## src/rtl/sector_pulse_generator_if.sv

```systemverilog
// -----------------------------------------------------------------------------
// sector_pulse_generator_if
//
// Purpose:
//   Bundles the rotational-position signals exchanged between the sector pulse
//   generator and the stages that consume it (seek, read/write, bus driver).
//
// Signals:
//   BUS_SECTOR_DRIVE_L  real drive sector pulse (async, active low), into generator
//   clkenbl_sector      one-clock blip at each sector boundary
//   Sector_Address      current sector number, 0..NUM_SECTORS-1
//   BUS_SECTOR_EMUL_L   emulated bus sector pulse, active low
//   sector_running      high while the spindle emulation is in RUN
//
// Modports:
//   master  the generator: drives position outputs, samples the drive pulse
//   slave   a consumer: samples position outputs, may source the drive pulse
// -----------------------------------------------------------------------------
interface sector_pulse_generator_if;
    logic       BUS_SECTOR_DRIVE_L;
    logic       clkenbl_sector;
    logic [2:0] Sector_Address;
    logic       BUS_SECTOR_EMUL_L;
    logic       sector_running;

    modport master (
        input  BUS_SECTOR_DRIVE_L,
        output clkenbl_sector,
        output Sector_Address,
        output BUS_SECTOR_EMUL_L,
        output sector_running
    );

    modport slave (
        output BUS_SECTOR_DRIVE_L,
        input  clkenbl_sector,
        input  Sector_Address,
        input  BUS_SECTOR_EMUL_L,
        input  sector_running
    );
endinterface

```

## src/rtl/sector_pulse_generator.sv

```systemverilog
// -----------------------------------------------------------------------------
// sector_pulse_generator
//
// Purpose:
//   Emulates 2310 spindle rotation timing. The 1 usec clock enable is divided
//   into NUM_SECTORS logical sectors per revolution. At every sector boundary
//   the block emits a one-clock clkenbl_sector blip, advances Sector_Address
//   and starts an active-low bus sector pulse of PULSE_USEC microseconds
//   (visible only while the drive is selected and ready). It is the sole
//   source of rotational position for the seek and read/write stages.
//
// Ports:
//   clock            in   master clock (40 MHz)
//   reset_n          in   asynchronous active-low reset
//   clkenbl_1usec    in   1 usec clock enable from the timing generator
//   Cart_Ready       in   virtual cartridge loaded (spindle running)
//   Selected_Ready   in   drive selected, image loaded and no fault
//   real_drive       in   real (1) or virtual (0) drive mode
//   bus              sector_pulse_generator_if.master
//                      BUS_SECTOR_DRIVE_L in, clkenbl_sector / Sector_Address /
//                      BUS_SECTOR_EMUL_L / sector_running out
//
// Configuration:
//   SECTOR_RESYNC_EN  when defined, BUS_SECTOR_DRIVE_L is synchronised and, in
//                     RUN with real_drive=1, its falling edges replace the
//                     internal sector wrap. When undefined the drive pulse is
//                     ignored and timing is purely internal in both modes.
// -----------------------------------------------------------------------------
module sector_pulse_generator #(
    parameter int unsigned NUM_SECTORS = 8,      // power of 2, <= 8
    parameter int unsigned SECTOR_USEC = 5000,
    parameter int unsigned PULSE_USEC  = 165,
    parameter int unsigned SPINUP_USEC = 20000,
    parameter int unsigned CNT_W       = 16
) (
    input  logic                           clock,
    input  logic                           reset_n,
    input  logic                           clkenbl_1usec,
    input  logic                           Cart_Ready,
    input  logic                           Selected_Ready,
    input  logic                           real_drive,
    sector_pulse_generator_if.master       bus
);

    typedef enum logic [1:0] {
        IDLE   = 2'd0,
        SPINUP = 2'd1,
        RUN    = 2'd2
    } state_t;

    localparam logic [CNT_W-1:0] SPINUP_LAST = CNT_W'(SPINUP_USEC - 1);
    localparam logic [CNT_W-1:0] SECTOR_LAST = CNT_W'(SECTOR_USEC - 1);
    localparam logic [CNT_W-1:0] PULSE_LOAD  = CNT_W'(PULSE_USEC);
    localparam logic [2:0]       SECTOR_MASK = 3'(NUM_SECTORS - 1);

    state_t             state_q;
    state_t             state_d;
    logic [CNT_W-1:0]   usec_cnt_q;
    logic [CNT_W-1:0]   usec_cnt_d;
    logic [CNT_W-1:0]   pulse_cnt_q;
    logic [2:0]         sector_q;
    logic               clkenbl_sector_q;
    logic               bus_sector_emul_l_q;

    logic               boundary;        // sector boundary decided this cycle
    logic               first_boundary;  // boundary that ends spin-up
    logic               resync_mode;     // drive pulse owns the boundary timing
    logic               drive_fall;      // synchronised falling edge of drive pulse

    // -------------------------------------------------------------------------
    // Real drive sector pulse resynchronisation
    // -------------------------------------------------------------------------
`ifdef SECTOR_RESYNC_EN
    logic drive_l_p0;
    logic drive_l_p1;
    logic drive_l_p2;

    // Three flops: p0/p1 resolve metastability, p1/p2 form the edge detector.
    always_ff @(posedge clock or negedge reset_n) begin
        if (!reset_n) begin
            drive_l_p0 <= 1'b0;
            drive_l_p1 <= 1'b0;
            drive_l_p2 <= 1'b0;
        end else begin
            drive_l_p0 <= bus.BUS_SECTOR_DRIVE_L;
            drive_l_p1 <= drive_l_p0;
            drive_l_p2 <= drive_l_p1;
        end
    end

    assign drive_fall  = drive_l_p2 & ~drive_l_p1;
    assign resync_mode = real_drive && (state_q == RUN);
`else
    logic unused_resync_inputs;

    assign drive_fall           = 1'b0;
    assign resync_mode          = 1'b0;
    assign unused_resync_inputs = &{1'b0, bus.BUS_SECTOR_DRIVE_L, real_drive};
`endif

    // -------------------------------------------------------------------------
    // Rotation state machine: state register
    // -------------------------------------------------------------------------
    always_ff @(posedge clock or negedge reset_n) begin
        if (!reset_n) begin
            state_q    <= IDLE;
            usec_cnt_q <= '0;
        end else begin
            state_q    <= state_d;
            usec_cnt_q <= usec_cnt_d;
        end
    end

    // -------------------------------------------------------------------------
    // Rotation state machine: next state, usec counter and boundary decision
    // -------------------------------------------------------------------------
    always_comb begin
        state_d        = state_q;
        usec_cnt_d     = usec_cnt_q;
        boundary       = 1'b0;
        first_boundary = 1'b0;

        if (!Cart_Ready) begin
            // Spindle stopped: everything collapses back to IDLE next clock.
            state_d    = IDLE;
            usec_cnt_d = '0;
        end else begin
            case (state_q)
                IDLE: begin
                    usec_cnt_d = '0;
                    state_d    = SPINUP;
                end

                SPINUP: begin
                    if (clkenbl_1usec) begin
                        if (usec_cnt_q >= SPINUP_LAST) begin
                            state_d        = RUN;
                            usec_cnt_d     = '0;
                            boundary       = 1'b1;
                            first_boundary = 1'b1;
                        end else begin
                            usec_cnt_d = usec_cnt_q + CNT_W'(1);
                        end
                    end
                end

                RUN: begin
                    if (resync_mode) begin
                        // The drive edge is the only boundary; the internal
                        // count just parks at its terminal value meanwhile, so
                        // an edge on a terminal-count cycle still gives one blip.
                        if (drive_fall) begin
                            usec_cnt_d = '0;
                            boundary   = 1'b1;
                        end else if (clkenbl_1usec && (usec_cnt_q < SECTOR_LAST)) begin
                            usec_cnt_d = usec_cnt_q + CNT_W'(1);
                        end
                    end else if (clkenbl_1usec) begin
                        if (usec_cnt_q >= SECTOR_LAST) begin
                            usec_cnt_d = '0;
                            boundary   = 1'b1;
                        end else begin
                            usec_cnt_d = usec_cnt_q + CNT_W'(1);
                        end
                    end
                end

                default: begin
                    // Illegal encoding: recover to IDLE.
                    state_d    = IDLE;
                    usec_cnt_d = '0;
                end
            endcase
        end
    end

    // -------------------------------------------------------------------------
    // Boundary outputs: sector number and one-clock blip
    // -------------------------------------------------------------------------
    always_ff @(posedge clock or negedge reset_n) begin
        if (!reset_n) begin
            sector_q         <= 3'd0;
            clkenbl_sector_q <= 1'b0;
        end else begin
            clkenbl_sector_q <= boundary;
            if (boundary) begin
                sector_q <= first_boundary ? 3'd0 : ((sector_q + 3'd1) & SECTOR_MASK);
            end else if (state_d == IDLE) begin
                sector_q <= 3'd0;
            end
        end
    end

    // -------------------------------------------------------------------------
    // Bus sector pulse: width counter, then registered active-low output
    // -------------------------------------------------------------------------
    always_ff @(posedge clock or negedge reset_n) begin
        if (!reset_n) begin
            pulse_cnt_q <= '0;
        end else if (!Cart_Ready) begin
            pulse_cnt_q <= '0;
        end else if (boundary) begin
            pulse_cnt_q <= PULSE_LOAD;
        end else if (clkenbl_1usec && (pulse_cnt_q != '0)) begin
            pulse_cnt_q <= pulse_cnt_q - CNT_W'(1);
        end
    end

    // Deselecting only masks the pulse; the counter keeps running so the
    // pulse reappears correctly aligned if the drive is reselected mid-pulse.
    always_ff @(posedge clock or negedge reset_n) begin
        if (!reset_n) begin
            bus_sector_emul_l_q <= 1'b1;
        end else if (!Cart_Ready) begin
            bus_sector_emul_l_q <= 1'b1;
        end else begin
            bus_sector_emul_l_q <= ~((pulse_cnt_q != '0) && Selected_Ready);
        end
    end

    assign bus.clkenbl_sector    = clkenbl_sector_q;
    assign bus.Sector_Address    = sector_q;
    assign bus.BUS_SECTOR_EMUL_L = bus_sector_emul_l_q;
    assign bus.sector_running    = (state_q == RUN);

endmodule
```

## src/flat_wrapper.sv

```systemverilog
// flat-port wrapper written by rule: the top's interface ports become plain ports
module sector_pulse_generator_flat 
#(
    parameter int unsigned NUM_SECTORS = 8,                         
    parameter int unsigned SECTOR_USEC = 5000,
    parameter int unsigned PULSE_USEC  = 165,
    parameter int unsigned SPINUP_USEC = 20000,
    parameter int unsigned CNT_W       = 16
)
  (clock, reset_n, clkenbl_1usec, Cart_Ready, Selected_Ready, real_drive, bus_BUS_SECTOR_DRIVE_L, bus_clkenbl_sector, bus_Sector_Address, bus_BUS_SECTOR_EMUL_L, bus_sector_running);
  sector_pulse_generator_if bus_i ();
  input  logic clock;
  input  logic reset_n;
  input  logic clkenbl_1usec;
  input  logic Cart_Ready;
  input  logic Selected_Ready;
  input  logic real_drive;
  input wire logic [$bits(bus_i.BUS_SECTOR_DRIVE_L)-1:0] bus_BUS_SECTOR_DRIVE_L;
  output wire logic [$bits(bus_i.clkenbl_sector)-1:0] bus_clkenbl_sector;
  output wire logic [$bits(bus_i.Sector_Address)-1:0] bus_Sector_Address;
  output wire logic [$bits(bus_i.BUS_SECTOR_EMUL_L)-1:0] bus_BUS_SECTOR_EMUL_L;
  output wire logic [$bits(bus_i.sector_running)-1:0] bus_sector_running;
  assign bus_i.BUS_SECTOR_DRIVE_L = bus_BUS_SECTOR_DRIVE_L;
  assign bus_clkenbl_sector = bus_i.clkenbl_sector;
  assign bus_Sector_Address = bus_i.Sector_Address;
  assign bus_BUS_SECTOR_EMUL_L = bus_i.BUS_SECTOR_EMUL_L;
  assign bus_sector_running = bus_i.sector_running;
  sector_pulse_generator #(.NUM_SECTORS(NUM_SECTORS), .SECTOR_USEC(SECTOR_USEC), .PULSE_USEC(PULSE_USEC), .SPINUP_USEC(SPINUP_USEC), .CNT_W(CNT_W)) u_core (.clock(clock), .reset_n(reset_n), .clkenbl_1usec(clkenbl_1usec), .Cart_Ready(Cart_Ready), .Selected_Ready(Selected_Ready), .real_drive(real_drive), .bus(bus_i));
endmodule
```

## config.mk

```make
export PLATFORM = sky130hd
export DESIGN_NAME = sector_pulse_generator_flat
export DESIGN_NICKNAME = d
export VERILOG_FILES = /design/src/rtl/sector_pulse_generator_if.sv /design/src/rtl/sector_pulse_generator.sv /design/src/flat_wrapper.sv
export SDC_FILE = /design/constraint.sdc
export NUM_CORES = 1
export LEC_CHECK = 0
export BUFFER_PORTS_ARGS = -buffer_cell sky130_fd_sc_hd__buf_2
export CORE_MARGIN = 3
export CORE_UTILIZATION = 45
export DETAILED_ROUTE_END_ITERATION = 10
export PLACE_DENSITY = 0.63
export SYNTH_ARGS = -nofsm -noshare
export SYNTH_HDL_FRONTEND = slang
export SYNTH_SLANG_ARGS = --single-unit
```

## constraint.sdc

```tcl
create_clock -name clock -period 2.4 [get_ports clock]
set_input_delay 0.24 -clock clock [delete_from_list [all_inputs] [get_ports clock]]
set_output_delay 0.24 -clock clock [all_outputs]
set_load 0.005 [all_outputs]
```

### Word-level counts from Yosys, hierarchy flattened

Index checks and enable logic that the tools add are counted.

| storage, ports and cells | value |
|---|---|
| output and inout port bits | 6 |
| memories | 0 |
| logic and storage cells | 49 |
| bits of input ports | 7 |
| ROM bits | 0 |
| register bits | 39 |
| RAM bits | 0 |
| latch bits | 0 |

| operators by class | value |
|---|---|
| add/subtract/negate cells | 3 |
| divide/modulo/power cells | 0 |
| shifts and indexed selects | 0 |
| bitwise operators | 1 |
| reduce and logical (&&, ||, !) cells | 7 |
| order comparisons | 2 |
| $mul | 0 |
| mux-type cells | 25 |
| equal/unequal tests | 5 |

Operators with widths:

| operator | number |
|---|---|
| two-way mux 16 bit | 8 |
| case mux 16 bit (2 select lines) | 1 |
| adder 16 x 1 -> 16 bit (second input constant) | 1 |
| greater-or-equal comparator 16 x 13 -> 1 bit (second input constant) | 1 |
| greater-or-equal comparator 16 x 15 -> 1 bit (second input constant) | 1 |
| nonzero test 16 bit | 1 |
| subtractor 16 x 1 -> 16 bit (second input constant) | 1 |
| two-way mux 3 bit | 3 |
| two-way mux 1 bit | 8 |
| two-way mux 2 bit | 3 |
| inequality test 3 bit (second input constant) | 2 |
| case mux 2 bit (3 select lines) | 1 |
| logical NOT 2 bit | 2 |
| adder 3 x 1 -> 3 bit (second input constant) | 1 |
| inequality test 3 x 1 -> 1 bit (second input constant) | 1 |
| == test 2 x 1 -> 1 bit (second input constant) | 1 |
| == test 2 bit (second input constant) | 1 |
| logical AND 1 bit | 2 |
| case mux 1 bit (2 select lines) | 1 |
| AND reduction 2 bit | 1 |
| nonzero test 2 bit | 1 |
| NOT 1 bit | 1 |

### Logic depth before layout (Yosys ltp)

Gate-level depths: netlist of the first run.

| logic depth | value |
|---|---|
| depth in word-level cells | 8 |
| depth in mapped cells | 8 |
| gate-level depth less buffers | 8 |

### Worst setup path before layout of the first run

No wires, ideal clock.

| path | value |
|---|---|
| path type | reg2reg |
| start | register u_core.usec_cnt_q[12] |
| end | register u_core.sector_q[1] (netlist: u_core.bus.Sector_Address[1]) |
| data arrival time | 1874 ps |
| stages on the path, launching flop included | 8 |
| period minus slack after synthesis | 1995 ps |
| path slack | 405 ps |
| data required time | 2278 ps |
| buffers on the path | 1 |
| setup time | 122 ps |
| cell sequence | dfrtp_1 -> or3_4 -> o22a_4 -> o211ai_4 -> o21ai_2 -> and2_4 -> buf_6 -> a32o_1 |

| on the way | value |
|---|---|
| elaborated cells between the ends (all ways) | 18 |

RTL lines:

| what | RTL line | source |
|---|---|---|
| start: declaration | sector_pulse_generator.sv:58 | `logic [CNT_W-1:0] usec_cnt_q;` |
| start signal: assignment | sector_pulse_generator.sv:110 | `usec_cnt_q <= usec_cnt_d;` |
| greater-or-equal comparator 16 x 13 -> 1 bit or greater-or-equal comparator 16 x 15 -> 1 bit (tied branches) | sector_pulse_generator.sv:159, sector_pulse_generator.sv:136 |  |
| two-way mux 1 bit (on tied branches) | sector_pulse_generator.sv:159, sector_pulse_generator.sv:136 |  |
| two-way mux 1 bit (on tied branches) | sector_pulse_generator.sv:158, sector_pulse_generator.sv:135 |  |
| case mux 1 bit (2 select lines) * | sector_pulse_generator.sv:128 | `case (state_q)` |
| two-way mux 1 bit * | sector_pulse_generator.sv:123 | `if (!Cart_Ready) begin` |
| named net u_core.boundary | sector_pulse_generator.sv:65 | `logic boundary;` |
| two-way mux 3 bit or nonzero test 2 bit (tied branches) | - |  |
| end signal: assignment | sector_pulse_generator.sv:187 | `sector_q <= first_boundary ? 3'd0 : ((sector_q + 3'd1) & SECTOR_MASK);` |
| end: declaration | sector_pulse_generator.sv:61 | `logic [2:0] sector_q;` |

Mark *: on every way through the listed nets, which the timed path passes. The rest lies on a longest branch.
A chain may end at the register's enable or synchronous reset.

### Worst setup path after layout of the first run

| path | value |
|---|---|
| start | register u_core.usec_cnt_q[5] |
| end | register u_core.pulse_cnt_q[4] |

| on the way | value |
|---|---|
| cells in the longest elaborated chain, start to end | 7 |
| elaborated cells between the ends (all ways) | 11 |

Ends and longest elaborated chain:

| what | RTL line | source |
|---|---|---|
| greater-or-equal comparator 16 x 13 -> 1 bit or greater-or-equal comparator 16 x 15 -> 1 bit (tied branches) | sector_pulse_generator.sv:159, sector_pulse_generator.sv:136 |  |
| two-way mux 1 bit (on tied branches) | sector_pulse_generator.sv:159, sector_pulse_generator.sv:136 |  |
| two-way mux 1 bit (on tied branches) | sector_pulse_generator.sv:158, sector_pulse_generator.sv:135 |  |
| case mux 1 bit (2 select lines) * | sector_pulse_generator.sv:128 |  |
| two-way mux 1 bit * | sector_pulse_generator.sv:123 |  |
| two-way mux 16 bit | sector_pulse_generator.sv:202 | `end else if (boundary) begin` |
| two-way mux 16 bit | sector_pulse_generator.sv:200 | `end else if (!Cart_Ready) begin` |
| end signal: assignment | sector_pulse_generator.sv:205 | `pulse_cnt_q <= pulse_cnt_q - CNT_W'(1);` |
| end: declaration | sector_pulse_generator.sv:60 | `logic [CNT_W-1:0] pulse_cnt_q;` |

Every way passes the cells marked *; elsewhere a longest branch is shown, timed or not.

==> run summary, run 1 <==
Post-Layout Cell Count: 316
Power, Total: 2.08 mW
Final Hold Fails: 0
RSZ-0062 raised after global routing: false
Area of the die: 0.00584 mm2
Max capacitance violation total: 0
Final setup viols: 0
Clock period minus worst slack: 2.26 ns
Async SR Flop Fraction: 100%
Tot GR Track Use: 17.1%
First-pass GRT wire length: 7950 um
Drt wl/cell: 14.5 um
Flops & latches, synth: 39
N_diodes: 0
DP HPWL: 3160 um
CP Launch Type: flip-flop
Vias: 1704
Leak: 1.10 nW
Hold/Removal Path Class: input pin to async pin
Gp weighted congestion: 0.812
Worst skew pair latency: 0.30 ns
Critical Path AT: 2.46 ns
Inst Count DP: 308
Starting density of the core: 47.0%
Total CTS buffers: 5
Vias in the first global route: 1676
DRT iter0 DRCs: 110
Number of sinks on the clock net: 39
Total congestion overflow: 0
Primary FF master, synth: dfrtp_1
Post-Route Skew: 0.0117 ns
Cell family with most CP delay: compound AO/OA/AOI/OAI gates
Post-synth top area share: 42.6%
EDFF count, synth: 0
Clock-pin slew on the worst setup and hold paths: 0.08 ns
Post-CTS sizing: 0
Max-slew violations: 0
Fillers: 453
Initial antenna violation count: 0
Outcome: complete, no violations
DRT Wirelength: 4580 um
Synth Warn #: 0
Fin nets: 263
# IOs: 13
Worst path buffer plus inverter count: 1
Synth unique cells: 55
Die Ht: 76.5 um
Top cells by area, synth: dfrtp_1, nor2_1, xnor2_1
Layout cell share with drive strength beyond 1: 15.3%
Setup tns final: 0 ns
DRT Pass-1 Iters: 4
Syn Inst Count: 231
Worst Path Required: 2.61 ns
WS Path Type: flip-flop to flip-flop
Port bufs: 10
Synthesized Nets: 246
Hold-fix buffers, CTS: 0
Synthesized area per cell: 9.67 um2
DRC errors left: 0
Pwr/cell area: 824 mW/mm2
CTS tree: yes
Root Buffer: clkbuf_8
Worst hold slack: 0.0477 ns
CP endpoint kind: flip-flop
Htree depth: 2
Die Wd: 76.5 um
CTS max path bufs: 2
Synth area leader: dfrtp_1
Critical path fanouts, max: 12
Post-CTS Setup Repair Bufs: 0
Number of vias per cell: 5.39
Area grow syn2layout: 12.9%
Rel. slew slack: 42.9%
Total core area: 0.00475 mm2
Largest net degree at the start of global routing: 40
Peak supply drop: 0.351 mV
Worst slew pin tran: 0.857 ns
Slowest stage cell, crit path: nor3_1
Critical Path Max Stage Delay: 0.47 ns
Antenna Nets Post-Route: 0
FP Rows: 25
Post-Syn Area: 0.00223 mm2
Worst path cell trace: nor3_1, a2111oi_4, buf_4, o211ai_4, o21ai_2, a21bo_2, a311oi_1
Final Cycle Share: 94.0%
Fmax: 443 MHz
Post-synthesis sequential area ratio: 43.8%
## report_power, final
group | leakage, nW | internal (mW) | switching (mW) | total [mW]
clock network | 0.0654 | 0.416 | 0.234 | 0.650
logic | 0.505 | 0.278 | 0.327 | 0.605
registers | 0.533 | 0.744 | 0.0790 | 0.823
## worst paths after layout
kind	startpoint	depth (start not counted)	endpoint	slack, ns
worst max-delay path	u_core.usec_cnt_q[5]	7	u_core.pulse_cnt_q[4]	0.14
worst min-delay path	reset_n	1	u_core.pulse_cnt_q[11]	0.05
worst max register to register	u_core.usec_cnt_q[5]	7	u_core.pulse_cnt_q[4]	0.14
worst min register to register	u_core.pulse_cnt_q[4]	1	u_core.pulse_cnt_q[4]	0.54
max in group asynchronous	reset_n	1	u_core.usec_cnt_q[9]	1.81
min in group clock	Selected_Ready	2	u_core.bus.BUS_SECTOR_EMUL_L	0.10
## sequential cells by signal (all words and copies together), names as in the netlist
name,flops
u_core.bus.BUS_SECTOR_EMUL_L,1
u_core.bus.Sector_Address,3
u_core.usec_cnt_q,16
u_core.bus.clkenbl_sector,1
u_core.state_q,2
u_core.pulse_cnt_q,16
## per-stage QoR
step / cell area [um2] / utilization [%] / setup slack (ns)
floorplan: 2230 / - / 0.405
global placement: 2380 / 50.1 / 0.268
detailed placement: 2380 / 50.1 / 0.246
CTS: 2510 / 52.9 / 0.140
global route: 2520 / 53.0 / 0.0209
finish: 2520 / 53.0 / 0.144
## Yosys cell counts (2+ instances only)
cell,n
a21o_1,2
a32o_1,4
and3_1,2
buf_2,3
clkbuf_1,2
dfrtp_1,38
ha_1,8
inv_1,6
nand2_1,24
nand3_1,16
nand4_1,2
nor2_1,34
nor2b_1,2
nor3_1,6
nor3b_1,2
nor4_1,9
o211ai_1,4
o21a_1,3
o21ai_0,5
o311ai_1,2
or4_1,2
xnor2_1,13
xor2_1,10
## routing by layer
| layer | vias to the layer above | routed length, um | track usage, % |
|---|---|---|---|
| met4 | 0 | 81 | 7.07 |
| met5 | - | 0 | 0 |
| li1 | 858 | - | - |
| met2 | 30 | 2160 | 28.0 |
| met3 | 6 | 156 | 4.14 |
| met1 | 810 | 2190 | 21.4 |
## layout make-up
| type | count | area (um2) | share of cell area (%) |
|---|---|---|---|
| repair buffers | 17 | 103 | 4.07 |
| inverters | 6 | 22.5 | 0.893 |
| multi-input cells | 179 | 1200 | 47.7 |
| clock inverters | 2 | 60.1 | 2.38 |
| well taps | 67 | 83.8 | 3.33 |
| clock buffers | 6 | 72.6 | 2.88 |
| flip-flops and latches | 39 | 977 | 38.8 |
## cell families (layout without fill, tap and decap cells)
kind of cell / after synthesis / after routing / synth area share, %
buffers and inverters: 13 / 31 / 2.74
AOI/OAI and AO/OA: 37 / 37 / 15.3
and+or+nand+nor: 111 / 111 / 24.7
DFF: 39 / 39 / 43.8
adders and majority gates: 8 / 8 / 4.48
xor gates and xnor gates: 23 / 23 / 9.02
## placed cells by master, fill, tap and decap left out, drive strengths merged, types with 2 or more instances in the layout
cell type	Yosys	routed
o211ai	5	5
inv	6	6
buf	4	17
and2	2	2
o21a	3	3
nand2	24	24
a21o	2	2
or3	2	2
o311ai	2	2
xnor2	13	13
a32o	5	5
nor4	9	9
nand4	2	2
nor3b	3	3
nor2b	2	2
xor2	10	10
nor2	35	35
bufinv	0	2
nand3	16	16
dfrtp	38	38
nor3	6	6
or4	2	2
ha	8	8
o21ai	6	6
clkbuf	3	6
and3	2	2
(Power assumes the default switching activity.)
==> run 2, diff against run 1 <==
--- a/config.mk
+++ b/config.mk
@@ -7,9 +7,9 @@
 export LEC_CHECK = 0
 export BUFFER_PORTS_ARGS = -buffer_cell sky130_fd_sc_hd__buf_2
 export CORE_MARGIN = 3
-export CORE_UTILIZATION = 45
+export CORE_UTILIZATION = 53
 export DETAILED_ROUTE_END_ITERATION = 10
-export PLACE_DENSITY = 0.63
+export PLACE_DENSITY = 0.71
 export SYNTH_ARGS = -nofsm -noshare
 export SYNTH_HDL_FRONTEND = slang
 export SYNTH_SLANG_ARGS = --single-unit
==> run 2 against run 1 <==
  * Cell count is 6.0% lower
  * Worst setup slack better by 0.022 ns
  * Final area is 1.5% lower
  * Power is 2.6% lower
  * Critical endpoint is now u_core.bus.Sector_Address[0]
  * Routed wire length is 3.1% lower
  * Clock power is 12% lower
  * Global-route usage is 2.6 points higher
  * Largest power group unchanged
  * Utilization is 11 points higher
  * Hold slack worse by 0.0048 ns
  * Die area is 14% lower
  * Clock skew is 0.0011 ns lower
  * Largest cell class unchanged
  * Via count is 1.9% higher
==> run summary, run 2 (same netlist as run 1, synthesis figures left out) <==
CP Launch Point: u_core.usec_cnt_q[1] (was u_core.usec_cnt_q[5])
CP endpoint kind: flip-flop (unchanged)
Hold/Removal Path Class: input pin to async pin (unchanged)
Initial antenna violation count: 0 (unchanged)
Vias in the first global route: 1641 (was 1676)
Root Buffer: clkbuf_8 (unchanged)
# IOs: 13 (unchanged)
Htree depth: 2 (unchanged)
Post-Route Skew: 0.0106 ns (was 0.0117 ns)
Starting density of the core: 58.0% (was 47.0%)
Fillers: 333 (was 453)
Die Wd: 70.9 um (was 76.5 um)
Worst Path Required: 2.64 ns (was 2.61 ns)
CTS tree: yes (unchanged)
Die Ht: 70.9 um (was 76.5 um)
Area grow syn2layout: 11.1% (was 12.9%)
Fin nets: 263 (unchanged)
Port bufs: 10 (unchanged)
Final Cycle Share: 93.1% (was 94.0%)
Worst R2R Start: u_core.usec_cnt_q[1] (was u_core.usec_cnt_q[5])
DRT Wirelength: 4440 um (was 4580 um)
Number of vias per cell: 5.85 (was 5.39)
Power, Total: 2.02 mW (was 2.08 mW)
Post-CTS Setup Repair Bufs: 0 (unchanged)
Total CTS buffers: 5 (unchanged)
Largest net degree at the start of global routing: 40 (unchanged)
Clock period minus worst slack: 2.23 ns (was 2.26 ns)
Gp weighted congestion: 0.836 (was 0.812)
Layout cell share with drive strength beyond 1: 16.1% (was 15.3%)
Reg2Reg Setup Slack: 0.17 ns (was 0.14 ns)
Most common cell after layout, fill and taps aside: dfrtp_1 (unchanged)
First-pass GRT wire length: 7890 um (was 7950 um)
Setup tns final: 0 ns (unchanged)
DP HPWL: 3150 um (was 3160 um)
Worst skew pair latency: 0.30 ns (about the same)
Tot GR Track Use: 19.6% (was 17.1%)
Reg2reg end: u_core.bus.Sector_Address[0] (was u_core.pulse_cnt_q[4])
Final setup viols: 0 (unchanged)
Max capacitance violation total: 0 (unchanged)
Critical path fanouts, max: 5 (was 12)
Drt wl/cell: 14.9 um (was 14.5 um)
Rel. slew slack: 43.2% (was 42.9%)
Cells on worst reg2reg path: 8 (was 7)
Critical Path AT: 2.47 ns (was 2.46 ns)
Total core area: 0.00385 mm2 (was 0.00475 mm2)
Leak: 1.10 nW (about the same)
FP Rows: 22 (was 25)
Peak supply drop: 0.509 mV (was 0.351 mV)
Final Hold Fails: 0 (unchanged)
CP Launch Type: flip-flop (unchanged)
Hold-fix buffers, CTS: 0 (unchanged)
Critical Path Max Stage Delay: 0.43 ns (was 0.47 ns)
CTS max path bufs: 2 (unchanged)
End point of the critical path: u_core.bus.Sector_Address[0] (was u_core.pulse_cnt_q[4])
RSZ-0062 raised after global routing: false (unchanged)
Fmax: 448 MHz (was 443 MHz)
Max-slew violations: 0 (unchanged)
Vias: 1736 (was 1704)
Total congestion overflow: 0 (unchanged)
Outcome: complete, no violations (unchanged)
Clock-pin slew on the worst setup and hold paths: 0.08 ns (about the same)
Antenna Nets Post-Route: 0 (unchanged)
N_diodes: 0 (unchanged)
Commonest cells after routing, fill and taps aside: dfrtp_1, nor2_1, nand2_1, nand3_1, xnor2_1 (unchanged)
DRT iter0 DRCs: 154 (was 110)
Pwr/cell area: 815 mW/mm2 (was 824 mW/mm2)
DRT Pass-1 Iters: 4 (unchanged)
Area of the die: 0.00503 mm2 (was 0.00584 mm2)
WS Path Type: flip-flop to flip-flop (unchanged)
DRC errors left: 0 (unchanged)
Number of sinks on the clock net: 39 (unchanged)
Worst path cell trace: ha_1, nand4_1, a2111oi_4, buf_4, o211ai_4, o22ai_1, a2bb2oi_2, a22o_1 (was nor3_1, a2111oi_4, buf_4, o211ai_4, o21ai_2, a21bo_2, a311oi_1)
Worst slew pin tran: 0.852 ns (was 0.857 ns)
Slowest stage cell, crit path: dfrtp_1 (was nor3_1)
-- run 2: changes by cell type in the layout (fill, tap and decap cells not counted), sizes merged --
cell,change
clkinv,+1
bufinv,-1
-- run 2: metrics by stage --
| step | utilization (%) | hold WS [ns] | cells | instance area [um2] | setup slack (ns) |
|---|---|---|---|---|---|
| 2_1_floorplan | - | -0.0556 | 231 | 2230 | 0.405 |
| 6_report | 64.4 | 0.0429 | 297 | 2480 | 0.165 |
| 4_1_cts | 64.2 | 0.0829 | 297 | 2470 | 0.153 |
| 5_1_grt | 64.4 | 0.110 | 297 | 2480 | 0.00153 |
| 3_3_place_gp | 61.2 | 0.395 | 289 | 2360 | 0.227 |
| 3_5_place_dp | 61.2 | 0.403 | 289 | 2360 | 0.179 |
-- run 2: layer usage --
metal	track usage (%)	up-vias	share of wire, %
met5	0	-	0
met4	6.05	0	0.90
met3	5.11	6	3.9
met2	27.9	30	43
met1	29.2	837	52
li1	-	863	-
-- run 2: worst min-delay path by stage --
stage | startpoint | end | slack [ns] | depth (start not counted)
after floorplan | reset_n | u_core.bus.Sector_Address[0] | -0.06 | 0
after global placement | reset_n | u_core.usec_cnt_q[0] | 0.40 | 1
after detailed placement | reset_n | u_core.usec_cnt_q[0] | 0.40 | 1
after CTS | reset_n | u_core.usec_cnt_q[0] | 0.08 | 1
after global routing | reset_n | u_core.usec_cnt_q[4] | 0.11 | 1
final | reset_n | u_core.usec_cnt_q[4] | 0.04 | 1
-- run 2: cell type report --
class	instances	area, um2	share of cell area [%]
timing repair buffer	17	103	4.13
multi-input combinational	179	1200	48.4
inverter	6	22.5	0.907
clock buffer	6	82.6	3.33
sequential	39	978	39.4
clock inverter	2	35.0	1.41
tap	48	60.1	2.42
-- run 2: what timing repair did --
action,CTS,global route
hold endpoints to repair,0,0
gates resized for setup,0,2
endpoints found under the setup margin,0,14
-- run 2: power breakdown --
part	total (mW)	switching (mW)	leakage, nW	internal, mW
clock network	0.571	0.234	0.0612	0.336
logic	0.630	0.337	0.506	0.293
registers	0.822	0.0785	0.531	0.744
-- run 2: worst max-delay path, delay by kind of cell, from the launching register on --
family	cells	cell delay, ns
buffers and inverters	1	0.18
and+or+nand+nor	1	0.18
adders and majority gates	1	0.26
AOI/OAI and AO/OA	5	1.11
DFF	1	0.43
==> run 3, diff against run 2 <==
==> constraint.sdc (replaced) <==
create_clock -name clock -period 2.4 [get_ports clock]
set_input_delay 0.72 -clock clock [delete_from_list [all_inputs] [get_ports clock]]
set_output_delay 0.72 -clock clock [all_outputs]
set_load 0.005 [all_outputs]
==> run 3 against run 2 <==
  * Fmax increased by 2.8%
  * Routed wire length decreased by 0.95%
  * Sequential power about the same
  * Die area unchanged
  * Hold slack improved by 0.43 ns
  * Critical path depth decreased by 2
  * Cell count increased by 0.34%
  * Global-route usage decreased by 0.39 points
  * Utilization decreased by 0.45 points
==> run summary, run 3 (same netlist as run 1, synthesis figures left out) <==
Rel. slew slack: 64.4% (was 43.2%)
Drt wl/cell: 14.8 um (was 14.9 um)
Root Buffer: clkbuf_8 (unchanged)
DRT iter0 DRCs: 119 (was 154)
CP endpoint kind: flip-flop (unchanged)
Pint: 1.29 mW (was 1.37 mW)
Critical Path AT: 2.37 ns (was 2.47 ns)
Antenna Nets Post-Route: 0 (unchanged)
Largest net degree at the start of global routing: 40 (unchanged)
Final setup margin: 0.227 ns (was 0.165 ns)
N_diodes: 0 (unchanged)
Leak: 1.09 nW (was 1.10 nW)
Inst Count DP: 290 (was 289)
Post-CTS sizing: 0 (unchanged)
CP Launch Type: flip-flop (unchanged)
Switching pwr: 0.637 mW (was 0.650 mW)
DRT Wirelength: 4400 um (was 4440 um)
Area of the die: 0.00503 mm2 (unchanged)
FP Rows: 22 (unchanged)
Layout cell share with drive strength beyond 1: 15.2% (was 16.1%)
Number of vias per cell: 5.68 (was 5.85)
Outcome: complete, no violations (unchanged)
Fin nets: 264 (was 263)
Hold-fix buffers, CTS: 0 (unchanged)
Die Wd: 70.9 um (unchanged)
Worst Path Required: 2.60 ns (was 2.64 ns)
Htree depth: 2 (unchanged)
Final setup viols: 0 (unchanged)
Fmax: 460 MHz (was 448 MHz)
Vias: 1694 (was 1736)
Power, Total: 1.93 mW (was 2.02 mW)
Clock period minus worst slack: 2.17 ns (was 2.23 ns)
Pre-CTS WS: 0.239 ns (was 0.179 ns)
First-pass GRT wire length: 7690 um (was 7890 um)
Critical path fanouts, max: 12 (was 5)
Starting density of the core: 58.0% (unchanged)
Sw Share: 33.1% (was 32.1%)
Commonest cells after routing, fill and taps aside: dfrtp_1, nor2_1, nand2_1, nand3_1, xnor2_1 (unchanged)
Peak supply drop: 0.424 mV (was 0.509 mV)
Total congestion overflow: 0 (unchanged)
Post-Layout Cell Count: 298 (was 297)
Gp weighted congestion: 0.856 (was 0.836)
Area grow syn2layout: 10.4% (was 11.1%)
Pwr/cell area: 782 mW/mm2 (was 815 mW/mm2)
Most common cell after layout, fill and taps aside: dfrtp_1 (unchanged)
Reg2Reg Setup Slack: 0.23 ns (was 0.17 ns)
Final Cycle Share: 90.6% (was 93.1%)
Number of sinks on the clock net: 39 (unchanged)
Clock power share: 25.4% (was 28.2%)
Flop pwr share: 42.7% (was 40.6%)
Combinational power share: 31.9% (was 31.2%)
DRC errors left: 0 (unchanged)
Worst slew pin tran: 0.532 ns (was 0.852 ns)
Post-CTS Setup Repair Bufs: 0 (unchanged)
Port bufs: 10 (unchanged)
Cells on worst reg2reg path: 6 (was 8)
Worst skew pair latency: 0.29 ns (was 0.30 ns)
Clock-pin slew on the worst setup and hold paths: 0.08 ns (about the same)
DRT Pass-1 Iters: 4 (unchanged)
Post-Route Skew: 0.00662 ns (was 0.0106 ns)
Hold/Removal Path Class: input pin to async pin (unchanged)
Vias in the first global route: 1633 (was 1641)
Setup tns final: 0 ns (unchanged)
Initial antenna violation count: 0 (unchanged)
WS Path Type: flip-flop to flip-flop (unchanged)
Tot GR Track Use: 19.2% (was 19.6%)
# IOs: 13 (unchanged)
CTS tree: yes (unchanged)
Max capacitance violation total: 0 (unchanged)
Total core area: 0.00385 mm2 (unchanged)
Final Hold Fails: 0 (unchanged)
CTS max path bufs: 2 (unchanged)
DP HPWL: 3080 um (was 3150 um)
RSZ-0062 raised after global routing: false (unchanged)
Die Ht: 70.9 um (unchanged)
Max-slew violations: 0 (unchanged)
Total CTS buffers: 5 (unchanged)
-- run 3: cell count changes in the layout (fill, tap and decap cells not counted), sizes merged --
cell | previous run | this run
clkinv | 1 | 0
clkbuf | 6 | 8
bufinv | 1 | 0
buf | 17 | 18
-- run 3: path summary, 6_finish.rpt --
path,from,endpoint
setup reg to reg,u_core.usec_cnt_q[12],u_core.pulse_cnt_q[4]
max in group asynchronous,reset_n,u_core.bus.BUS_SECTOR_EMUL_L
min in group clock,u_core.bus.Sector_Address[1],u_core.bus.Sector_Address[1]
setup / recovery,u_core.usec_cnt_q[12],u_core.pulse_cnt_q[4]
hold reg to reg,u_core.bus.Sector_Address[1],u_core.bus.Sector_Address[1]
hold / removal,reset_n,u_core.usec_cnt_q[4]
-- run 3: critical path: stages, from the launching register on --
cell      delay [ns]
dfrtp_1         0.44
or3_4           0.44
o22a_4          0.24
o211ai_4        0.26
o21ai_2         0.12
a21bo_2         0.32
a311oi_1        0.25
-- run 3: cell type report --
type	count	area, um2
flip-flops and latches	39	977
multi-input cells	179	1190
fillers	324	1390
inverters	6	22.5
repair buffers	18	110
well taps	48	60.1
clock buffers	8	100
-- run 3: metal layers --
layer / track usage (%) / up-vias / routed length [um]
met1: 27.7 / 793 / 2280
met5: 0 / - / 0
met2: 28.7 / 34 / 1840
met3: 4.40 / 5 / 211
met4: 6.26 / 0 / 65
li1: - / 862 / -
-- run 3: power by group through the flow --
stage,registers (mW),logic (mW),clock network (mW)
4_1_cts,0.823,0.618,0.501
6_report,0.823,0.614,0.489
2_1_floorplan,0.819,0.479,0
3_5_place_dp,0.836,0.613,0
5_1_grt,0.835,0.698,0.527
3_3_place_gp,0.832,0.605,0
-- run 3: through the flow --
step	cell area (um2)	utilization, %	hold WS, ns
5_1_grt	2460	64.0	0.522
6_report	2460	64.0	0.474
3_5_place_dp	2360	61.4	0.513
3_3_place_gp	2360	61.4	0.502
4_1_cts	2460	64.0	0.493
2_1_floorplan	2230	-	0.424
